--- config.mk ---
export PLATFORM = sky130hd
export DESIGN_NAME = edge_relaxer
export DESIGN_NICKNAME = d
export VERILOG_FILES = /design/src/rtl/edge_relaxer.sv
export SDC_FILE = /design/constraint.sdc
export NUM_CORES = 1
export LEC_CHECK = 0
export CAP_MARGIN = 20
export CORE_MARGIN = 3
export CORE_UTILIZATION = 46
export CTS_BUF_LIST = sky130_fd_sc_hd__clkbuf_2
export DETAILED_ROUTE_END_ITERATION = 8
export PLACE_DENSITY_LB_ADDON = 0.2
export SLEW_MARGIN = 20
export SYNTH_ARGS = -nofsm -noshare
export SYNTH_HDL_FRONTEND = slang
export SYNTH_SLANG_ARGS = --single-unit
export TNS_END_PERCENT = 10
--- constraint.sdc ---
create_clock -name clock -period 4.6 [get_ports clock]
set_input_delay 0.92 -clock clock [delete_from_list [all_inputs] [get_ports clock]]
set_output_delay 0.92 -clock clock [all_outputs]
set_load 0.02 [all_outputs]
--- src/rtl/edge_relaxer.sv ---
// Dijkstra edge relaxer: scans every neighbour v of the settled node u and emits a
// write-back strobe when dist[u]+w(u,v) improves dist[v]. Optional macro: RELAX_PREDECESSOR_EN.
`ifndef DEFAULT_INDEX_WIDTH
`define DEFAULT_INDEX_WIDTH 4
`endif
`ifndef DEFAULT_VALUE_WIDTH
`define DEFAULT_VALUE_WIDTH 16
`endif

module edge_relaxer #(
  parameter int INDEX_WIDTH = `DEFAULT_INDEX_WIDTH,
  parameter int VALUE_WIDTH = `DEFAULT_VALUE_WIDTH
) (
  input  logic                   clock,
  input  logic                   reset,
  input  logic [INDEX_WIDTH-1:0] number_of_nodes,
  input  logic                   start,
  input  logic [INDEX_WIDTH-1:0] current_node,
  input  logic [VALUE_WIDTH-1:0] current_dist,
  output logic                   query_enable,
  output logic [INDEX_WIDTH-1:0] from_node,
  output logic [INDEX_WIDTH-1:0] to_node,
  input  logic                   edge_ready,
  input  logic [VALUE_WIDTH-1:0] edge_value,
  output logic [INDEX_WIDTH-1:0] dist_index,
  input  logic [VALUE_WIDTH-1:0] dist_value,
  input  logic                   visited,
  output logic                   update_valid,
  output logic [INDEX_WIDTH-1:0] update_index,
  output logic [VALUE_WIDTH-1:0] update_dist,
`ifdef RELAX_PREDECESSOR_EN
  output logic [INDEX_WIDTH-1:0] update_pred,
`endif
  output logic                   busy,
  output logic                   done,
  output logic [2:0]             fsm_state
);

  typedef enum logic [2:0] {
    IDLE   = 3'd0,
    ISSUE  = 3'd1,
    WAIT   = 3'd2,
    EVAL   = 3'd3,
    WRITE  = 3'd4,
    NEXT   = 3'd5,
    FINISH = 3'd6
  } state_t;

  localparam logic [VALUE_WIDTH-1:0] INF = '1;
  localparam logic [INDEX_WIDTH-1:0] ONE = 1;

  state_t                 state_q, state_d;
  logic [INDEX_WIDTH-1:0] u_q, n_q, v_q;
  logic [VALUE_WIDTH-1:0] du_q, w_q;
  logic [VALUE_WIDTH:0]   sum_wide;
  logic [VALUE_WIDTH-1:0] sum_sat;
  logic                   relax;
  logic                   last_node;

  // Infinity is absorbing, and any carry out of the add also clamps to infinity.
  always_comb begin
    sum_wide = {1'b0, du_q} + {1'b0, w_q};
    if (du_q == INF || sum_wide[VALUE_WIDTH]) sum_sat = INF;
    else                                      sum_sat = sum_wide[VALUE_WIDTH-1:0];
  end

  assign relax     = (w_q != '0) && !visited && (v_q != u_q) && (sum_sat < dist_value);
  assign last_node = (v_q == n_q - ONE);

  always_ff @(posedge clock) begin
    if (reset) begin
      state_q <= IDLE;
      u_q     <= '0;
      n_q     <= '0;
      v_q     <= '0;
      du_q    <= '0;
      w_q     <= '0;
    end else begin
      state_q <= state_d;
      case (state_q)
        IDLE: if (start) begin
          u_q  <= current_node;
          du_q <= current_dist;
          n_q  <= number_of_nodes;
          v_q  <= '0;
        end
        WAIT: if (edge_ready) w_q <= edge_value;
        NEXT: if (!last_node) v_q <= v_q + ONE;
        default: ;
      endcase
    end
  end

  // Cache handshake: query_enable is held with from_node/to_node stable until
  // edge_ready is sampled high in WAIT; edge_ready is ignored in every other state.
  always_comb begin
    state_d = state_q;
    case (state_q)
      IDLE:    if (start) state_d = (number_of_nodes == '0) ? FINISH : ISSUE;
      ISSUE:   state_d = WAIT;
      WAIT:    if (edge_ready) state_d = EVAL;
      EVAL:    state_d = relax ? WRITE : NEXT;
      WRITE:   state_d = NEXT;
      NEXT:    state_d = last_node ? FINISH : ISSUE;
      FINISH:  state_d = IDLE;
      default: state_d = IDLE;
    endcase
  end

  assign query_enable = (state_q == ISSUE) || (state_q == WAIT);
  assign from_node    = u_q;
  assign to_node      = v_q;
  assign dist_index   = v_q;
  assign update_valid = (state_q == WRITE);
  assign update_index = update_valid ? v_q : '0;
  assign update_dist  = update_valid ? sum_sat : '0;
`ifdef RELAX_PREDECESSOR_EN
  assign update_pred  = update_valid ? u_q : '0;
`endif
  assign busy         = (state_q != IDLE);
  assign done         = (state_q == FINISH);
  assign fsm_state    = state_q;

endmodule

==> impl_metrics.yaml <==
synthesis:
  netlist_area_mm2: 0.00344
  synth_top_area_cell: "dfxtp_1"
  synth_cell_types: 53
  syn_inst: 459
  syn_avg_cell_area_um2: 7.50
  synthTopCellsByArea: "dfxtp_1 (27%), ha_1 (12%), nand2_1 (11%)"
  synthFlopType: "dfxtp_1"
  yosysWarnings: 0
  synth_top_area_share_pct: 27.3
  synth_nets: 554
  yosys_register_bits: 47
  synth-edff-count: 0
  ys_async_sr_fraction_pct: 0
  synth-seq-area-share_pct: 27.3
clocking:
  htreeDepth: 2
  cts_tree: "built"
  cts_resized: 0
  cts_num_sinks: 47
  hold_buffers: 0
  clockBufferDepth: 2
  clock_latency_ps: 420
  cts_buffers: 5
  cts_root_buf: "clkbuf_2"
  postCtsSetupRepairBufs: 0
  clk_pin_slew_ps: 260
sta:
  slew_viol_final: 0
  max_freq_mhz: 227
  hold_viol_final: 0
  tns_ps: 0
  setup_viol: 0
  clock_skew_ps: 19.4
  rsz0062_at_grt: "no"
  period_minus_slack_ps: 4410
  fin_crit_sh_pct: 95.9
  worst_pin_slew_ps: 824
  relSlewSlack_pct: 45.0
critical_path:
  cp-start-kind: "flip-flop"
  endpoint_kind: "output pin"
  crit_required_ps: 3680
  worst_ep_arrival_time_ps: 3490
  timing_worst_setup_path_type: "reg -> out"
  critPathMaxFanout: 10
final_layout:
  seq_area_um2: 941
  fillers: 646
  area_growth_pct: 31.3
  drive_gt1_share_pct: 4.60
  diodes: 0
  nets: 637
  multiInputGateArea_mm2: 0.00231
placement:
  hpwl_um: 7620
  io_buffers: 99
  gp_congestion: 0.888
drt:
  wl_met1_um: 4400
  postRouteAntennaNets: 0
  wl_per_cell_um: 14.9
  dr.pass1.iters: 4
  wl_um: 9510
  drc_errors: 0
  highest_layer: "met4"
  num_vias: 3435
  met3_length_um: 586
  drt-initial-drc-count: 191
  via_per_inst: 5.38
  dr_wl_met2_um: 4440
floorplanning:
  die_w_um: 92.5
  fp-row-count: 30
  die_y_um: 92.5
  core_area_mm2: 0.00702
  pin_count: 100
  start_util_pct: 49.0
  die-area_mm2: 0.00855
outcome:
  status: "finished clean"
global_route:
  grt_pass1_wl_um: 15900
  grt_max_degree: 28
  track_usage_pct: 22.5
  grt_pass1_vias: 3335
  antenna_found_initial: 0
  overflow: 0
power_and_ir_drop:
  total_power_w: 0.00118
  cellLeakagePower_nw: 1.95
  max-vdd-ir-drop_mv: 0.135
  power.density_mw_per_mm2: 262
worst_hold_path:
  hold_class: "reg -> reg"
job:
  cap_violations: 0
==> path summary, 6_finish.rpt <==
| kind | from | end | slack [ps] | depth (start not counted) |
|---|---|---|---|---|
| max reg2reg | w_q[0] | fsm_state[0] | 900 | 12 |
| min reg2reg | n_q[3] | n_q[3] | 490 | 2 |
| max | w_q[0] | update_dist[12] | 190 | 9 |
| min | n_q[3] | n_q[3] | 490 | 2 |
==> worst max-delay path: stages, from the launching register on <==
cell and delay (ps):
dfxtp_1 390, ha_1 220, fa_1 410, a21oi_1 260, o21ai_2 130, a32oi_4 300
o221ai_4 200, a2111o_1 450, and2_1 170, clkdlybuf4s50_1 530
==> layer usage <==
layer  vias to the layer above  track usage, %
li1                       1751               -
met1                      1559            31.4
met2                       117            36.5
met3                         8            3.49
met4                         0            4.70
met5                         -               0
==> metrics by stage <==
step,setup WS [ps],util [%],area [µm²],hold slack (ps),cells
5_1_grt,18.6,64.4,4520,516,639
4_1_cts,11.8,64.0,4490,490,638
6_report,190,64.4,4520,491,639
2_1_floorplan,1290,-,3440,448,459
3_5_place_dp,533,63.4,4450,463,630
3_3_place_gp,584,63.4,4450,456,630
==> synthesized netlist by cell type (all sizes together), types with 3 or more instances <==
master   number
a2111oi       3
buf           7
a21boi        3
a21oi        60
a21o          7
mux2i         3
nand2b        6
dfxtp        47
nor2         23
nand4         8
or2           7
o21a          7
xor2         11
nor3          6
nand2        99
xnor2        10
clkbuf       19
and3          8
inv          25
nor4          8
nand3         3
and2         13
o21ai        14
ha           33
==> kinds of logic (layout without fill, tap and decap cells) <==
kind of cell	after synthesis	in the layout	synth area share [%]
AO/OA/AOI/OAI	114	115	21.6
AND/OR/NAND/NOR	188	188	25.3
adder cells (fa/ha/maj)	34	34	12.6
buffers and inverters	51	134	6.22
multiplexers	3	3	0.873
flip-flops	47	47	27.3
XOR/XNOR	22	22	6.04
==> area by class of cell <==
type                       count  area share [%]
multi-input combinational    362            51.2
timing repair buffer         101            22.3
sequential                    47            20.8
tap                           96            2.66
inverter                      25            2.08
clock buffer                   5           0.554
clock inverter                 3           0.443
==> flip-flops by register name, summed over array words and instances (netlist names) <==
signal,cells
from_node,4
w_q,16
dist_index,4
fsm_state,3
du_q,16
n_q,4
==> cells in the final DEF (no fill, tap or decap), drive strengths merged, types with 5 or more instances in the layout <==
cell type / n
nor4: 8
clkdlybuf4s50: 99
nand4: 8
a21o: 7
nor3: 6
nor2: 23
and2: 13
inv: 25
dfxtp: 47
a21oi: 60
xnor2: 10
o21a: 7
clkbuf: 5
or2: 7
nand2: 99
and3: 8
o21ai: 14
nand2b: 6
xor2: 11
ha: 33
==> where the power goes <==
| part | internal (W) | total (W) | switching, W |
|---|---|---|---|
| clock network | 0.0000360 | 0.000174 | 0.000138 |
| logic | 0.000227 | 0.000503 | 0.000276 |
| registers | 0.000450 | 0.000504 | 0.0000546 |
| total | 0.000712 | 0.00118 | 0.000469 |
(Power assumes the default switching activity.)
